==> src/rtl/vault_access_controller.sv <==
// Vault door controller: time-locked unlock, bounded open window, latched alarm.
// Latency: all outputs are registered and reflect the inputs sampled on the previous clk_2 edge.
// Backpressure: none; every input is level-sampled on each clock edge.
module vault_access_controller #(
  parameter int unsigned DELAY_CYCLES = 4,  // legal 1..15
  parameter int unsigned OPEN_CYCLES  = 8   // legal 1..15
) (
  input  logic       clk_2,
  input  logic       reset,
  input  logic       door_open,
  input  logic       business_hours,
  input  logic       manager_key,
  input  logic       unlock_req,
  input  logic       alarm_clear,
  output logic       lock_engaged,
  output logic       alarm,
  output logic [1:0] state,
  output logic [3:0] count,
  output logic [3:0] alarm_events
);

  typedef enum logic [1:0] {
    ST_LOCKED = 2'd0,
    ST_DELAY  = 2'd1,
    ST_OPEN   = 2'd2,
    ST_ALARM  = 2'd3
  } state_t;

  localparam logic [3:0] DELAY_LOAD = 4'(DELAY_CYCLES);
  localparam logic [3:0] OPEN_LOAD  = 4'(OPEN_CYCLES);

  state_t     state_q, state_d;
  logic [3:0] count_q, count_d;
  logic [3:0] events_q, events_d;
  logic       lock_q, lock_d;
  logic       alarm_q, alarm_d;

  // Next-state and counter rules; earlier conditions in each state take priority.
  always_comb begin
    state_d = state_q;
    count_d = 4'd0;
    unique case (state_q)
      ST_LOCKED: begin
        if (door_open) begin
          state_d = ST_ALARM;             // forced entry
        end else if (unlock_req && business_hours) begin
          state_d = ST_DELAY;
          count_d = DELAY_LOAD;
        end
      end
      ST_DELAY: begin
        if (door_open) begin
          state_d = ST_ALARM;
        end else if (!business_hours) begin
          state_d = ST_LOCKED;            // abort outside opening hours
        end else if (count_q == 4'd1) begin
          state_d = ST_OPEN;
          count_d = OPEN_LOAD;
        end else begin
          count_d = count_q - 4'd1;
        end
      end
      ST_OPEN: begin
        // Window closes early when hours end; an open door at close is an alarm.
        if (!business_hours || count_q == 4'd1) begin
          state_d = door_open ? ST_ALARM : ST_LOCKED;
        end else begin
          count_d = count_q - 4'd1;
        end
      end
      ST_ALARM: begin
        // Only a manager can clear, and never while the door is still open.
        if (manager_key && alarm_clear && !door_open) begin
          state_d = ST_LOCKED;
        end
      end
      default: state_d = ST_LOCKED;
    endcase
  end

  // Alarm entry counter saturates so a burst of events cannot wrap back to zero.
  always_comb begin
    events_d = events_q;
    if (state_d == ST_ALARM && state_q != ST_ALARM && events_q != 4'd15) begin
      events_d = events_q + 4'd1;
    end
  end

  // Moore decodes computed from the next state so they register alongside it.
  always_comb begin
    lock_d  = (state_d != ST_OPEN);
    alarm_d = (state_d == ST_ALARM);
  end

  // State register with synchronous active-low reset overriding every state.
  always_ff @(posedge clk_2) begin
    if (!reset) begin
      state_q  <= ST_LOCKED;
      count_q  <= 4'd0;
      events_q <= 4'd0;
      lock_q   <= 1'b1;
      alarm_q  <= 1'b0;
    end else begin
      state_q  <= state_d;
      count_q  <= count_d;
      events_q <= events_d;
      lock_q   <= lock_d;
      alarm_q  <= alarm_d;
    end
  end

  assign state        = state_q;
  assign count        = count_q;
  assign alarm_events = events_q;
  assign lock_engaged = lock_q;
  assign alarm        = alarm_q;

endmodule

==> config.mk <==
export PLATFORM = sky130hd
export DESIGN_NAME = vault_access_controller
export DESIGN_NICKNAME = d
export VERILOG_FILES = /design/src/rtl/vault_access_controller.sv
export SDC_FILE = /design/constraint.sdc
export NUM_CORES = 1
export LEC_CHECK = 0
export CAP_MARGIN = 30
export CORE_UTILIZATION = 43
export CTS_BUF_LIST = sky130_fd_sc_hd__clkbuf_4
export DETAILED_ROUTE_END_ITERATION = 6
export GPL_TIMING_DRIVEN = 1
export PLACE_DENSITY = 0.76
export SLEW_MARGIN = 20
export SYNTH_ARGS = -nofsm -noshare
export SYNTH_HDL_FRONTEND = slang
export SYNTH_SLANG_ARGS = --single-unit
==> constraint.sdc <==
create_clock -name clk_2 -period 1.5 [get_ports clk_2]
set_input_delay 0.225 -clock clk_2 [delete_from_list [all_inputs] [get_ports clk_2]]
set_output_delay 0.225 -clock clk_2 [all_outputs]
set_load 0.05 [all_outputs]
==> impl_metrics.ini, run 1 <==
[run_status]
status = finished, violations left
violations = negative setup slack

[detailed_routing]
drtIter0Drc = 25
viasPerCell = 5.68
vias = 648
drcViolationCount = 0
drtAntennaViolNets = 0
wl_um = 1770
drtPass1Iterations = 4
wl_per_cell_um = 15.5

[synthesis]
synth.mux.area_fraction = 0.0460
synth_xor_area_frac = 0.0134
yosysUniqueCellTypes = 35
ys_seq_area_frac = 0.368
synth_fa_ha_area_frac = 0.0575
synth_edf_count = 0
ys_async_sr_fraction = 0
synth.avg_cell_area_um2 = 8.95
ys_warn_count = 0
ys_ff_latch = 12
synth_nets = 83
synth-simple-area-share = 0.272
ys.flop_type = dfxtp_1
synthCells = 73
synth_compound_area_frac = 0.199
synth_top_family_by_area = simple AND/OR/NAND/NOR gates
syn_area_um2 = 653

[floorplanning]
die-width_um = 41.0
fp-row-count = 13
dieArea_mm2 = 0.00168
die-height_um = 41.0
io_pins = 19
initial_utilization = 0.484
coreArea_mm2 = 0.00135

[global_route]
gr-total-overflow = 0
grt_max_degree = 13
antenna_found_initial = 0
grt_pass1_wl_um = 2620
grt_pass1_vias = 555
grt_usage = 0.255

[timing]
finalCriticalPeriod_ns = 1.53
slew_viol_final = 0
setup_ws_ns = -0.0283
max_freq_mhz = 654
finalHoldViolCount = 0
rsz0062_at_grt = true
skew_ns = 0.0131
min_period_over_period = 1.02
max_slew_margin = 0.792
tightestPinTransition_ns = 0.311
finalSetupViolations = 2
tns_ns = -0.0290

[critical_path]
arrival_ns = 1.72
cp_slowest_cell = or3b_4
path_max_fanout = 5
cpPeakStageDelay_ns = 0.42
required_ns = 1.69
worstSetupStartpointType = register
end_kind = register
cp_cell_sequence = inv_4, ha_4, or3b_4, mux2i_2, o22ai_2, and3_1
cp_top_family = simple AND/OR/NAND/NOR gates
crit_type = register to register
crit_buf_inv = 1

[power_and_ir_drop]
p_comb_frac = 0.339
p_sw_frac = 0.358
p_sw_w = 0.000323
total_power_w = 0.000903
internal_power_w = 0.000580
power_frac_seq = 0.425
p_per_area_mw_per_mm2 = 873
peakVddDrop_uv = 511
p_leak_nw = 0.405
clockPowerShare = 0.236

[clocking]
cts_sinks = 12
h-tree-depth = 1
insertion_delay_ns = 0.29
clock_path_buffers = 2
cts_tree = built
cts_root_buf = clkbuf_4
path_clk_slew_ns = 0.09
postCtsSetupBuffers = 0
cts_buffers = 3

[layout]
drive_above_1_share = 0.424
area.growth.synth_to_final_pct = 58.4
final_nets = 110
num_antenna_cells = 0
final_util = 0.766
final_area_mm2 = 0.00103

[min_path]
hp-class = register to register

[placed_design]
dp_hpwl_um = 1220
io_buffer_count = 18
place_area_um2 = 983
gp_congestion = 0.732

[run]
maxCapViolations = 0
-- power by group through the flow --
stage,registers [W],logic [W],clock network (W)
final,0.000384,0.000306,0.000214
after global routing,0.000389,0.000324,0.000246
after CTS,0.000383,0.000297,0.000224
after detailed placement,0.000389,0.000288,0
after global placement,0.000389,0.000283,0
after floorplan,0.000456,0.000102,0
-- registers in the layout, summed over array words and instances, names as in the netlist --
signal	count
count	4
alarm_events	4
alarm	1
lock_engaged	1
state	2
-- cells by family after synthesis --
family,Yosys count
AO/OA/AOI/OAI,19
XOR/XNOR,1
adder cells (fa/ha/maj),3
buffers and inverters,7
flip-flops,12
multiplexers,3
AND/OR/NAND/NOR,28
-- layout make-up --
type	count	area (um^2)
Sequential cell	12	258
Fill cell	94	315
Timing Repair Buffer	24	283
Inverter	5	21.3
Clock inverter	1	3.75
Multi-Input combinational cell	54	428
Clock buffer	3	22.5
Tap cell	15	18.8
-- placed cells by master (no fill, tap or decap), types with 2 or more instances in the layout --
cell type,instances
buf_4,11
nor2_1,6
mux2i_1,2
o21ai_1,2
nand3_1,2
nand2_1,3
dfxtp_4,3
ha_1,2
nor2b_1,4
a21oi_1,5
clkbuf_4,3
clkdlybuf4s50_1,6
dfxtp_1,4
dfxtp_2,5
buf_12,7
inv_1,4
-- cell usage after synthesis (2+ instances only) --
cell / instances / area (um^2)
nand3_1: 2 / 10.0
nor2_1: 6 / 22.5
nand2_1: 3 / 11.3
a21oi_1: 6 / 30.0
buf_2: 2 / 10.0
dfxtp_1: 12 / 240
mux2i_1: 3 / 30.0
o21ai_1: 2 / 10.0
and3_1: 2 / 12.5
nor2b_1: 4 / 25.0
inv_1: 5 / 18.8
ha_1: 3 / 37.5
-- path summary, 6_finish.rpt --
| path | slack [ns] | cells past startpoint | from | end |
|---|---|---|---|---|
| setup / recovery | -0.03 | 6 | count[1]$_SDFF_PN0_ | alarm$_SDFF_PN0_ |
| hold / removal | 0.45 | 1 | count[0]$_SDFF_PN0_ | count[0]$_SDFF_PN0_ |
| setup reg to reg | -0.03 | 6 | count[1]$_SDFF_PN0_ | alarm$_SDFF_PN0_ |
| hold reg to reg | 0.45 | 1 | count[0]$_SDFF_PN0_ | count[0]$_SDFF_PN0_ |
-- worst reg2reg max path, cell delays in order (launching register included) --
cell	delay, ns
dfxtp_4	0.35
inv_4	0.06
ha_4	0.15
or3b_4	0.42
mux2i_2	0.21
o22ai_2	0.11
and3_1	0.15
-- per-layer routing --
layer,share of wire,GRT usage,up-vias
li1,-,-,317
met1,0.45,0.308,301
met2,0.48,0.402,26
met3,0.052,0.0978,4
met4,0.015,0.100,0
met5,0,0,-
-- through the flow --
stage	cells	hold WS (ns)	setup WS, ns
after global placement	110	0.435	-0.0590
final	114	0.447	-0.0283
after global routing	114	0.467	-0.0875
after detailed placement	110	0.441	-0.0891
after CTS	114	0.453	0.00647
after floorplan	73	0.375	-0.0711
-- timing repair --
action	CTS	global route
cloned	0	0
resized for setup	4	4
endpoints found under the setup margin	4	5
pin swaps	0	4
hold buffers	0	0
(Power assumes the default switching activity.)
==> run 2, diff against run 1 <==
- CAP_MARGIN: 30 -> unset
- CORE_UTILIZATION: 43 -> 45
- SKIP_CTS_REPAIR_TIMING: unset -> 1
- clock period: 1.5 -> 1.8 ns (I/O delays scaled with it)
==> impl_metrics.ini, run 2 (synthesis gave the netlist of run 1 again) <==
[floorplanning]
io_pins = 19
dieArea_mm2 = 0.00161
fp-row-count = 13
die-width_um = 40.1
die-height_um = 40.1
coreArea_mm2 = 0.00132
initial_utilization = 0.496

[critical_path]
end_kind = output port
cp-startpoint = alarm_events[2]$_SDFFE_PN0P_
cp_slowest_cell = clkdlybuf4s50_1
path_max_fanout = 4
ff2ff_setup_slack_ns = 0.14
cp_top_family = buffers and inverters
cp.depth = 1
crit_buf_inv = 1
required_ns = 1.53
arrival_ns = 1.48
worstSetupStartpointType = register
regToRegEndpoint = alarm$_SDFF_PN0_
crit_type = register to output port
endpoint = alarm_events[2]
cpPeakStageDelay_ns = 0.82
r2r-start = count[1]$_SDFF_PN0_
r2r_cells = 6
cp_cell_sequence = clkdlybuf4s50_1

[power_and_ir_drop]
p_per_area_mw_per_mm2 = 790
peakVddDrop_uv = 536
total_power_w = 0.000688
p_leak_nw = 0.349

[placed_design]
dpl.cell_count = 106
io_buffer_count = 18
gp_congestion = 0.832
dp_hpwl_um = 1060
place_ws_ns = 0.140

[timing]
rsz0062_at_grt = false
finalSetupViolations = 0
slew_viol_final = 0
max_slew_margin = 0.662
skew_ns = 0.00416
finalHoldViolCount = 0
setup_ws_ns = 0.0514
tns_ns = 0
max_freq_mhz = 572
tightestPinTransition_ns = 0.505
min_period_over_period = 0.971
finalCriticalPeriod_ns = 1.75

[layout]
most-common-layout-cells = clkdlybuf4s50_1 (12), dfxtp_1 (10), buf_4 (8)
final_nets = 106
fill_cells = 121
area.growth.synth_to_final_pct = 33.3
final_common_cell = clkdlybuf4s50_1
num_antenna_cells = 0
final_util = 0.661
stdcell_count = 110
drive_above_1_share = 0.179

[run_status]
status = finished clean

[detailed_routing]
drtIter0Drc = 9
drtAntennaViolNets = 0
drtPass1Iterations = 2
wl_um = 1370
viasPerCell = 5.35
wl_per_cell_um = 12.5
vias = 589
drcViolationCount = 0

[global_route]
antenna_found_initial = 0
gr-total-overflow = 0
grt_pass1_vias = 509
grt_pass1_wl_um = 2090
grt_usage = 0.202
grt_max_degree = 13

[clocking]
h-tree-depth = 1
clock_path_buffers = 2
cts_sinks = 12
cts_root_buf = clkbuf_4
path_clk_slew_ns = 0.08
cts_tree = built
cts_buffers = 3
insertion_delay_ns = 0.27

[min_path]
hp-class = register to register
min_from = count[0]$_SDFF_PN0_

[run]
maxCapViolations = 0
-- run 2: cell types whose count changed in the layout (fill, tap and decap cells not counted), sizes merged --
cell / change
buf: -10
clkdlybuf4s50: +6
-- run 2: metrics by stage --
stage	hold WS (ns)	instance area, um^2
6_report	0.464	871
5_1_grt	0.485	871
4_1_cts	0.469	871
3_5_place_dp	0.459	845
3_3_place_gp	0.451	845
2_1_floorplan	0.422	656
-- run 2: worst register-to-register path, delay by kind of cell, from the launching register on --
kind / cells / cell delay (ns)
AO/OA/AOI/OAI: 1 / 0.20
adder cells (fa/ha/maj): 1 / 0.20
buffers and inverters: 1 / 0.07
flip-flops: 1 / 0.34
multiplexers: 1 / 0.15
AND/OR/NAND/NOR: 2 / 0.65
-- run 2: how the worst min path moves through the flow --
stage / to / cells past startpoint / slack, ns
after global routing: count[0]$_SDFF_PN0_ / 1 / 0.48
after global placement: count[0]$_SDFF_PN0_ / 1 / 0.45
after CTS: count[0]$_SDFF_PN0_ / 1 / 0.47
after detailed placement: count[0]$_SDFF_PN0_ / 1 / 0.46
final: count[0]$_SDFF_PN0_ / 1 / 0.46
after floorplan: count[1]$_SDFF_PN0_ / 2 / 0.42
-- run 2: metal layers --
metal / track usage / part of all wire / vias to the layer above
li1: - / - / 312
met1: 0.247 / 0.51 / 265
met2: 0.335 / 0.45 / 10
met3: 0.0500 / 0.036 / 2
met4: 0.0776 / 0.0044 / 0
met5: 0 / 0 / -
-- run 2: final cells by class --
| cell class | instances | area [um^2] | area share |
|---|---|---|---|
| Clock buffer | 3 | 22.5 | 0.0259 |
| Sequential cell | 12 | 243 | 0.279 |
| Timing Repair Buffer | 20 | 180 | 0.207 |
| Tap cell | 15 | 18.8 | 0.0216 |
| Inverter | 5 | 18.8 | 0.0216 |
| Multi-Input combinational cell | 54 | 384 | 0.441 |
| Clock inverter | 1 | 3.75 | 0.00431 |
-- run 2: report_power, final --
group          internal, W  leakage [nW]  switching, W
clock network    0.0000800        0.0154     0.0000898
logic            0.0000837         0.235      0.000122
registers         0.000285        0.0994     0.0000270
